==> config.mk <==
export PLATFORM = sky130hd
export DESIGN_NAME = ex_stage_mul_flat
export DESIGN_NICKNAME = d
export VERILOG_FILES = /design/src/rtl/ex_stage_mul_if.sv /design/src/rtl/ex_stage_mul.sv /design/src/flat_wrapper.sv
export SDC_FILE = /design/constraint.sdc
export NUM_CORES = 1
export LEC_CHECK = 0
export ABC_AREA = 1
export ABC_CLOCK_PERIOD_IN_PS = 11500
export CAP_MARGIN = 15
export CORE_MARGIN = 8
export CORE_UTILIZATION = 45
export DETAILED_ROUTE_END_ITERATION = 6
export PLACE_DENSITY = 0.67
export SKIP_CTS_REPAIR_TIMING = 1
export SLEW_MARGIN = 20
export SYNTH_ARGS = -nofsm -noshare
export SYNTH_HDL_FRONTEND = slang
export SYNTH_SLANG_ARGS = --single-unit
export TNS_END_PERCENT = 20
==> constraint.sdc <==
create_clock -name clk -period 11.5 [get_ports clk]
set_input_delay 3.45 -clock clk [delete_from_list [all_inputs] [get_ports clk]]
set_output_delay 3.45 -clock clk [all_outputs]
set_load 0.01 [all_outputs]
==> src/rtl/ex_stage_mul_if.sv <==
// ID/EX -> EX -> EX/MEM bundle for the execute stage.
// master drives the ID/EX side, slave is the execute stage.
interface ex_stage_mul_if #(
    parameter int WIDTH = 32
);
    logic             id_valid;
    logic             flush;
    logic [1:0]       wb_in;
    logic [2:0]       m_in;
    logic [3:0]       ex_in;
    logic [WIDTH-1:0] npc_in;
    logic [WIDTH-1:0] reg_rs_in;
    logic [WIDTH-1:0] reg_rt_in;
    logic [WIDTH-1:0] sign_ext_in;
    logic [4:0]       instr_20_16_in;
    logic [4:0]       instr_15_11_in;
    logic             stall;
    logic             valid_out;
    logic [1:0]       wb_out;
    logic [2:0]       m_out;
    logic [WIDTH-1:0] branch_target_out;
    logic             zero_out;
    logic [WIDTH-1:0] alu_result_out;
    logic [WIDTH-1:0] reg_rt_out;
    logic [4:0]       write_reg_out;

    modport master (
        output id_valid, flush, wb_in, m_in, ex_in, npc_in,
               reg_rs_in, reg_rt_in, sign_ext_in,
               instr_20_16_in, instr_15_11_in,
        input  stall, valid_out, wb_out, m_out, branch_target_out,
               zero_out, alu_result_out, reg_rt_out, write_reg_out
    );

    modport slave (
        input  id_valid, flush, wb_in, m_in, ex_in, npc_in,
               reg_rs_in, reg_rt_in, sign_ext_in,
               instr_20_16_in, instr_15_11_in,
        output stall, valid_out, wb_out, m_out, branch_target_out,
               zero_out, alu_result_out, reg_rt_out, write_reg_out
    );
endinterface

==> src/rtl/ex_stage_mul.sv <==
// Execute stage: ALU, operand/destination muxing, branch target and
// an iterative shift-add multiplier that stalls upstream while busy.
module ex_stage_mul #(
    parameter int WIDTH      = 32,
    parameter int MUL_CYCLES = 32
) (
    input logic          clk,
    input logic          rst,
    ex_stage_mul_if.slave bus
);
    localparam int CW = $clog2(MUL_CYCLES);
    localparam logic [CW-1:0] LAST = CW'(MUL_CYCLES - 1);

    typedef enum logic {IDLE, BUSY} state_t;

    typedef struct packed {
        logic             valid;
        logic [1:0]       wb;
        logic [2:0]       m;
        logic [WIDTH-1:0] bt;
        logic             zero;
        logic [WIDTH-1:0] res;
        logic [WIDTH-1:0] rt;
        logic [4:0]       wr;
    } exmem_t;

    state_t           state_q, state_d;
    logic [CW-1:0]    cnt_q, cnt_d;
    logic [WIDTH-1:0] a_q, a_d;
    logic [WIDTH-1:0] b_q, b_d;
    logic [WIDTH-1:0] acc_q, acc_d;
    exmem_t           out_q, out_d;

    logic [1:0]       alu_op;
    logic [5:0]       funct;
    logic [WIDTH-1:0] op_b;
    logic [WIDTH-1:0] alu_res;
    logic [WIDTH-1:0] acc_nxt;
    logic [WIDTH-1:0] bt;
    logic [4:0]       wr;
    logic             is_mul;
    logic             stall_c;

    assign alu_op = bus.ex_in[2:1];
    assign funct  = bus.sign_ext_in[5:0];
    assign op_b   = bus.ex_in[0] ? bus.sign_ext_in : bus.reg_rt_in;
    assign wr     = bus.ex_in[3] ? bus.instr_15_11_in
                                 : bus.instr_20_16_in;
    assign bt     = bus.npc_in + {bus.sign_ext_in[WIDTH-3:0], 2'b00};
    assign is_mul = bus.id_valid && alu_op == 2'b10
                    && funct == 6'b011000;

    // One multiplier bit per cycle; only the low word is kept.
    assign acc_nxt = acc_q + (b_q[cnt_q] ? (a_q << cnt_q) : '0);

    always_comb begin
        alu_res = '0;
        unique case (1'b1)
            alu_op == 2'b00,
            alu_op == 2'b11:
                alu_res = bus.reg_rs_in + op_b;
            alu_op == 2'b01:
                alu_res = bus.reg_rs_in - op_b;
            alu_op == 2'b10 && funct == 6'b100000:
                alu_res = bus.reg_rs_in + op_b;
            alu_op == 2'b10 && funct == 6'b100010:
                alu_res = bus.reg_rs_in - op_b;
            alu_op == 2'b10 && funct == 6'b100100:
                alu_res = bus.reg_rs_in & op_b;
            alu_op == 2'b10 && funct == 6'b100101:
                alu_res = bus.reg_rs_in | op_b;
            alu_op == 2'b10 && funct == 6'b101010:
                alu_res = {{(WIDTH-1){1'b0}},
                    $signed(bus.reg_rs_in) < $signed(op_b)};
            default:
                alu_res = '0;
        endcase
    end

    always_comb begin
        state_d = state_q;
        cnt_d   = cnt_q;
        a_d     = a_q;
        b_d     = b_q;
        acc_d   = acc_q;
        out_d   = '0;
        stall_c = 1'b0;
        if (bus.flush) begin
            state_d = IDLE;
            cnt_d   = '0;
        end else begin
            unique case (state_q)
                IDLE: begin
                    if (is_mul) begin
                        stall_c = 1'b1;
                        a_d     = bus.reg_rs_in;
                        b_d     = bus.reg_rt_in;
                        acc_d   = '0;
                        cnt_d   = '0;
                        state_d = BUSY;
                    end else if (bus.id_valid) begin
                        out_d = '{1'b1, bus.wb_in, bus.m_in, bt,
                                  alu_res == '0, alu_res,
                                  bus.reg_rt_in, wr};
                    end
                end
                BUSY: begin
                    acc_d = acc_nxt;
                    cnt_d = cnt_q + 1'b1;
                    if (cnt_q == LAST) begin
                        cnt_d   = '0;
                        state_d = IDLE;
                        out_d   = '{1'b1, bus.wb_in, bus.m_in, bt,
                                    acc_nxt == '0, acc_nxt,
                                    bus.reg_rt_in, wr};
                    end else begin
                        stall_c = 1'b1;
                    end
                end
                default: state_d = IDLE;
            endcase
        end
    end

    always_ff @(posedge clk or posedge rst) begin
        if (rst) begin
            state_q <= IDLE;
            cnt_q   <= '0;
            a_q     <= '0;
            b_q     <= '0;
            acc_q   <= '0;
            out_q   <= '0;
        end else begin
            state_q <= state_d;
            cnt_q   <= cnt_d;
            a_q     <= a_d;
            b_q     <= b_d;
            acc_q   <= acc_d;
            out_q   <= out_d;
        end
    end

    assign bus.stall             = stall_c & ~rst;
    assign bus.valid_out         = out_q.valid;
    assign bus.wb_out            = out_q.wb;
    assign bus.m_out             = out_q.m;
    assign bus.branch_target_out = out_q.bt;
    assign bus.zero_out          = out_q.zero;
    assign bus.alu_result_out    = out_q.res;
    assign bus.reg_rt_out        = out_q.rt;
    assign bus.write_reg_out     = out_q.wr;
endmodule

==> src/flat_wrapper.sv <==
// flat-port wrapper written by rule: the top's interface ports become plain ports
module ex_stage_mul_flat 
#(
    parameter int WIDTH      = 32,
    parameter int MUL_CYCLES = 32
)
  (clk, rst, bus_id_valid, bus_flush, bus_wb_in, bus_m_in, bus_ex_in, bus_npc_in, bus_reg_rs_in, bus_reg_rt_in, bus_sign_ext_in, bus_instr_20_16_in, bus_instr_15_11_in, bus_stall, bus_valid_out, bus_wb_out, bus_m_out, bus_branch_target_out, bus_zero_out, bus_alu_result_out, bus_reg_rt_out, bus_write_reg_out);
  ex_stage_mul_if #(.WIDTH(WIDTH)) bus_i ();
  input logic clk;
  input logic rst;
  input wire logic [$bits(bus_i.id_valid)-1:0] bus_id_valid;
  input wire logic [$bits(bus_i.flush)-1:0] bus_flush;
  input wire logic [$bits(bus_i.wb_in)-1:0] bus_wb_in;
  input wire logic [$bits(bus_i.m_in)-1:0] bus_m_in;
  input wire logic [$bits(bus_i.ex_in)-1:0] bus_ex_in;
  input wire logic [$bits(bus_i.npc_in)-1:0] bus_npc_in;
  input wire logic [$bits(bus_i.reg_rs_in)-1:0] bus_reg_rs_in;
  input wire logic [$bits(bus_i.reg_rt_in)-1:0] bus_reg_rt_in;
  input wire logic [$bits(bus_i.sign_ext_in)-1:0] bus_sign_ext_in;
  input wire logic [$bits(bus_i.instr_20_16_in)-1:0] bus_instr_20_16_in;
  input wire logic [$bits(bus_i.instr_15_11_in)-1:0] bus_instr_15_11_in;
  output wire logic [$bits(bus_i.stall)-1:0] bus_stall;
  output wire logic [$bits(bus_i.valid_out)-1:0] bus_valid_out;
  output wire logic [$bits(bus_i.wb_out)-1:0] bus_wb_out;
  output wire logic [$bits(bus_i.m_out)-1:0] bus_m_out;
  output wire logic [$bits(bus_i.branch_target_out)-1:0] bus_branch_target_out;
  output wire logic [$bits(bus_i.zero_out)-1:0] bus_zero_out;
  output wire logic [$bits(bus_i.alu_result_out)-1:0] bus_alu_result_out;
  output wire logic [$bits(bus_i.reg_rt_out)-1:0] bus_reg_rt_out;
  output wire logic [$bits(bus_i.write_reg_out)-1:0] bus_write_reg_out;
  assign bus_i.id_valid = bus_id_valid;
  assign bus_i.flush = bus_flush;
  assign bus_i.wb_in = bus_wb_in;
  assign bus_i.m_in = bus_m_in;
  assign bus_i.ex_in = bus_ex_in;
  assign bus_i.npc_in = bus_npc_in;
  assign bus_i.reg_rs_in = bus_reg_rs_in;
  assign bus_i.reg_rt_in = bus_reg_rt_in;
  assign bus_i.sign_ext_in = bus_sign_ext_in;
  assign bus_i.instr_20_16_in = bus_instr_20_16_in;
  assign bus_i.instr_15_11_in = bus_instr_15_11_in;
  assign bus_stall = bus_i.stall;
  assign bus_valid_out = bus_i.valid_out;
  assign bus_wb_out = bus_i.wb_out;
  assign bus_m_out = bus_i.m_out;
  assign bus_branch_target_out = bus_i.branch_target_out;
  assign bus_zero_out = bus_i.zero_out;
  assign bus_alu_result_out = bus_i.alu_result_out;
  assign bus_reg_rt_out = bus_i.reg_rt_out;
  assign bus_write_reg_out = bus_i.write_reg_out;
  ex_stage_mul #(.WIDTH(WIDTH), .MUL_CYCLES(MUL_CYCLES)) u_core (.clk(clk), .rst(rst), .bus(bus_i));
endmodule
# Word level (Yosys, flattened, before mapping)
# Cells that the tools add are included.
dict set report classes {
  n_addsub 5
  order_cmp 2
  eq_ne 12
  shift 1
  mux 21
  bitwise_logic 6
  reduce_logical 14
}
# op n
set ops {}
lappend ops {{$mux W108} 4}
lappend ops {{$pmux W108 S2} 1}
lappend ops {{$pmux W32 S5} 1}
lappend ops {{$add A32 B32 Y32} 3}
lappend ops {{$mux W32} 3}
lappend ops {{$logic_not A32 Y1} 2}
lappend ops {{$pmux W32 S2} 1}
lappend ops {{$and A32 B32 Y32} 1}
lappend ops {{$lt A32 B32 Y1} 1}
lappend ops {{$or A32 B32 Y32} 1}
lappend ops {{$shl A32 B5 Y32} 1}
lappend ops {{$sub A32 B32 Y32} 1}
lappend ops {{$eq A6 B6 Y1 const B} 5}
lappend ops {{$mux W5} 4}
lappend ops {{$pmux W5 S2} 1}
lappend ops {{$logic_and A1 B1 Y1} 7}
lappend ops {{$eq A6 B5 Y1 const B} 1}
lappend ops {{$lt A5 B6 Y1 const B} 1}
lappend ops {{$add A5 B1 Y5 const B} 1}
lappend ops {{$bmux W1 S5} 1}
lappend ops {{$eq A5 B5 Y1 const B} 1}
lappend ops {{$eq A2 B2 Y1 const B} 2}
lappend ops {{$mux W1} 4}
lappend ops {{$ne A3 B2 Y1 const B} 1}
lappend ops {{10 further kinds} 12}
dict set report word_totals {
  regBits 210
  out_inout_bits 109
  word_cells 74
}

# Depth between registers and ports, before layout
dict set report depth {
  word_depth 9
  depth_mapped 30
  depth_no_buf 28
}

# Least setup slack after synthesis
# Ideal clock, no wire load.
dict set report synth_path {
  path_type {in2out}
  startpoint {in bus_ex_in[1]}
  endpoint {out bus_stall}
  arrival_time_ps 4397
  t_required_ps 8050
  setup_slack_ps 3653
  cell_stages 8
  cell_sequence {inv_1 -> nand2_1 -> inv_1 -> nand2_1 -> nor2_1 -> nand2_1 -> clkbuf_1 -> a21oi_1}
}
dict set report synth_via {
  elab_chain_len 7
}
# element line
set synth_lines {}
lappend synth_lines {{from (decl)} flat_wrapper.sv:15} ;# input wire logic [$bits(bus_i.ex_in)-1:0] bus_ex_in;
lappend synth_lines {{$eq A2 B2 Y1} ex_stage_mul.sv:50} ;# assign is_mul = bus.id_valid && alu_op == 2'b10
lappend synth_lines {{$logic_and A1 B1 Y1} ex_stage_mul.sv:50}
lappend synth_lines {{$logic_and A1 B1 Y1} ex_stage_mul.sv:51} ;# && funct == 6'b011000;
lappend synth_lines {{$mux W1} ex_stage_mul.sv:94} ;# if (is_mul) begin
lappend synth_lines {{$pmux W1 S2} ex_stage_mul.sv:92} ;# unique case (state_q)
lappend synth_lines {{$mux W1} ex_stage_mul.sv:88} ;# if (bus.flush) begin
lappend synth_lines {{$and A1 B1 Y1} ex_stage_mul.sv:143} ;# assign bus.stall = stall_c & ~rst;
lappend synth_lines {{to (decl)} flat_wrapper.sv:22} ;# output wire logic [$bits(bus_i.stall)-1:0] bus_stall;
# Every way passes these cells.

# Final worst setup path
dict set report layout_path {
  startpoint {in bus_ex_in[2]}
  endpoint {out bus_stall}
}
# The elaborated chain is that of the path after synthesis.

==> results.toml <==
[run_status]
status = "completed"

[grt]
grt_max_degree = 146
track_usage_pct = 31.1
antenna_found_initial = 4
grt_pass1_vias = 21035
grt.overflow.total = 0
grt_pass1_wl_mm = 123

[clock_tree]
insertion_delay_ns = 0.58
cts_root_buffer = "clkbuf_16"
cts_buffer_depth = 3
cts_tree = "yes"
clkSinkCount = 210
htreeDepth = 1
cts_made_buffers = 26
cts.clk_slew.worst_paths_ns = 0.06

[route]
num_vias = 21886
ant_nets = 0
route.detailed.drc = 0
firstDrtPassIters = 7
routedWlPerCell_um = 20.2
via_per_inst = 5.42
drt_iter0_drc = 2155
wl_mm = 81.6

[place]
io_buffers = 259
dp_hpwl_mm = 67.6
place.gp.congestion = 1.05
post_dp_cell_area_sq_mm = 0.0229

[cells_and_area]
area_growth_pct = 19.0
drive_gt1_share_pct = 4.30
final_nets = 3734
final_core_util_pct = 54.0
final-seq-area_sq_mm = 0.00526
nFillCells = 4573
fin_area_sq_mm = 0.0238
multi_input_area_sq_mm = 0.0122

[synthesis]
ys_top_cells_by_count = "nand2_1 (877), inv_1 (511), nor2_1 (319)"
yosysTopAreaCell = "dfrtp_1"
ys_ff_latch = 210
syn_area_sq_mm = 0.0200
syn-num-nets = 3540
post-synth-top-count-cell = "nand2_1"
ys_async_sr_fraction_pct = 100
synth_flop_cell = "dfrtp_1"
seq_area_frac_synth_pct = 26.2
yosys.cell_types.count = 50
synth_area_per_cell_sq_um = 6.21
synth-edff-count = 0
syn_inst = 3226
ys_warn_count = 0
synth_top_cell_area_share_pct = 26.2
ys_top_cells_by_area = "dfrtp_1 (26%), nand2_1 (16%), ha_1 (9.9%), inv_1 (9.6%), o21ai_0 (7.0%)"

[sta]
hold_viol_final = 0
slew_viol_final = 0
tightest_slew_ns = 1.02
fin_crit_sh_pct = 79.0
rsz0062_at_grt = "no"
fin_crit_ns = 9.09
relSlewSlack_pct = 31.7
fin_tns_setup_ns = 0
skew_ns = 0.0428
setup_violations = 0
clock.fmax_mhz = 110
fin_hold_ws_ns = 0.488

[worst_setup_path]
worstPathRequired_ns = 8.05
startpoint_type = "input pin"
crit_fanout = 26
path_class = "in2out"
end_kind = "primary output"
arrival_ns = 5.64

[power]
ir_drop_uv = 101
comb_power_share_pct = 34.4
clkPwrFrac_pct = 33.4
p_switching_uw = 951
swShare_pct = 37.9
power_frac_seq_pct = 32.2
p_per_area_mw_per_mm2 = 105
intPower_uw = 1560
p_leak_uw = 0.0123

[floorplanning]
initial_core_util_pct = 45.4
io-pin-count = 260
core_sq_mm = 0.0441
rows = 77
die_h_um = 227
dieArea_sq_mm = 0.0515
die_w_um = 227

[flow_run]
maxCapViolCount = 0

[hold_path]
hp-class = "reg2reg"
power by group through the flow:
stage	clock network [uW]	logic (uW)	registers [uW]
floorplan	0	525	827
global placement	0	838	820
detailed placement	0	845	821
CTS	849	849	809
global route	881	949	813
finish	839	864	809
placed cells by master (no fill, tap or decap), types with 26 or more instances in the layout:
| cell type | count |
|---|---|
| nand3_1 | 279 |
| dfrtp_1 | 209 |
| nand2_1 | 876 |
| clkdlybuf4s50_1 | 258 |
| inv_1 | 509 |
| a21oi_1 | 148 |
| nand4_1 | 36 |
| o22ai_1 | 32 |
| nor3_1 | 33 |
| o21ai_0 | 282 |
| ha_1 | 159 |
| nor2_1 | 318 |
| o21ai_1 | 26 |
| clkbuf_16 | 26 |
final timing paths:
kind | start | endpoint | slack [ns] | cells past startpoint
setup reg to reg | u_core.cnt_q[0] | u_core.bus.zero_out | 5.84 | 24
hold / removal | u_core.b_q[21] | u_core.b_q[21] | 0.49 | 2
min in group asynchronous | rst | u_core.state_q | 3.45 | 2
setup / recovery | bus_ex_in[2] | bus_stall | 2.41 | 8
max in group asynchronous | rst | u_core.a_q[20] | 6.64 | 3
hold reg to reg | u_core.b_q[21] | u_core.b_q[21] | 0.49 | 2
metrics by stage:
stage	instances	setup WS, ns	power [uW]
floorplan	3226	2.31	1350
global placement	3983	2.45	1660
detailed placement	3983	2.42	1670
CTS	4030	2.41	2510
global route	4035	2.24	2640
finish	4035	2.41	2510
logic make-up after synthesis:
family          count (synthesis)  synth area share [%]
compound gates                545                  14.6
xor+xnor                       39                  1.70
fa+ha+maj                     163                  10.3
buf+inv                       646                  12.9
flops                         210                  26.2
mux                             3                 0.150
simple gates                 1620                  34.1
critical path, stage by stage:
cell,delay [ns]
clkdlybuf4s50_1,0.48
nand2_1,0.15
inv_1,0.18
nand2_1,0.10
nor2_1,0.28
nand2_4,0.23
a21oi_1,0.20
clkdlybuf4s50_1,0.57
final cells by class:
type / instances / area share [%]
multi-input combinational: 2370 / 51.2
clock inverter: 15 / 0.734
sequential: 210 / 22.0
tap: 592 / 3.11
timing repair buffer: 276 / 11.5
antenna: 4 / 0.0420
inverter: 536 / 8.49
clock buffer: 32 / 2.91
sequential cells by signal, summed over array words and instances, names as in the netlist:
signal,flops
u_core.cnt_q,5
u_core.bus.write_reg_out,5
u_core.b_q,32
u_core.acc_q,32
u_core.bus.zero_out,1
u_core.bus.wb_out,2
u_core.bus.branch_target_out,32
u_core.bus.alu_result_out,32
u_core.state_q,1
u_core.bus.reg_rt_out,32
u_core.bus.m_out,3
u_core.bus.valid_out,1
u_core.a_q,32
layer usage:
metal	up-vias	global-route usage, %	part of all wire (%)
met5	-	0	0
met4	0	17.0	5.9
met3	166	3.43	6.5
met2	873	50.6	45
met1	10166	40.2	42
li1	10681	-	-
(Power assumes the default switching activity.)
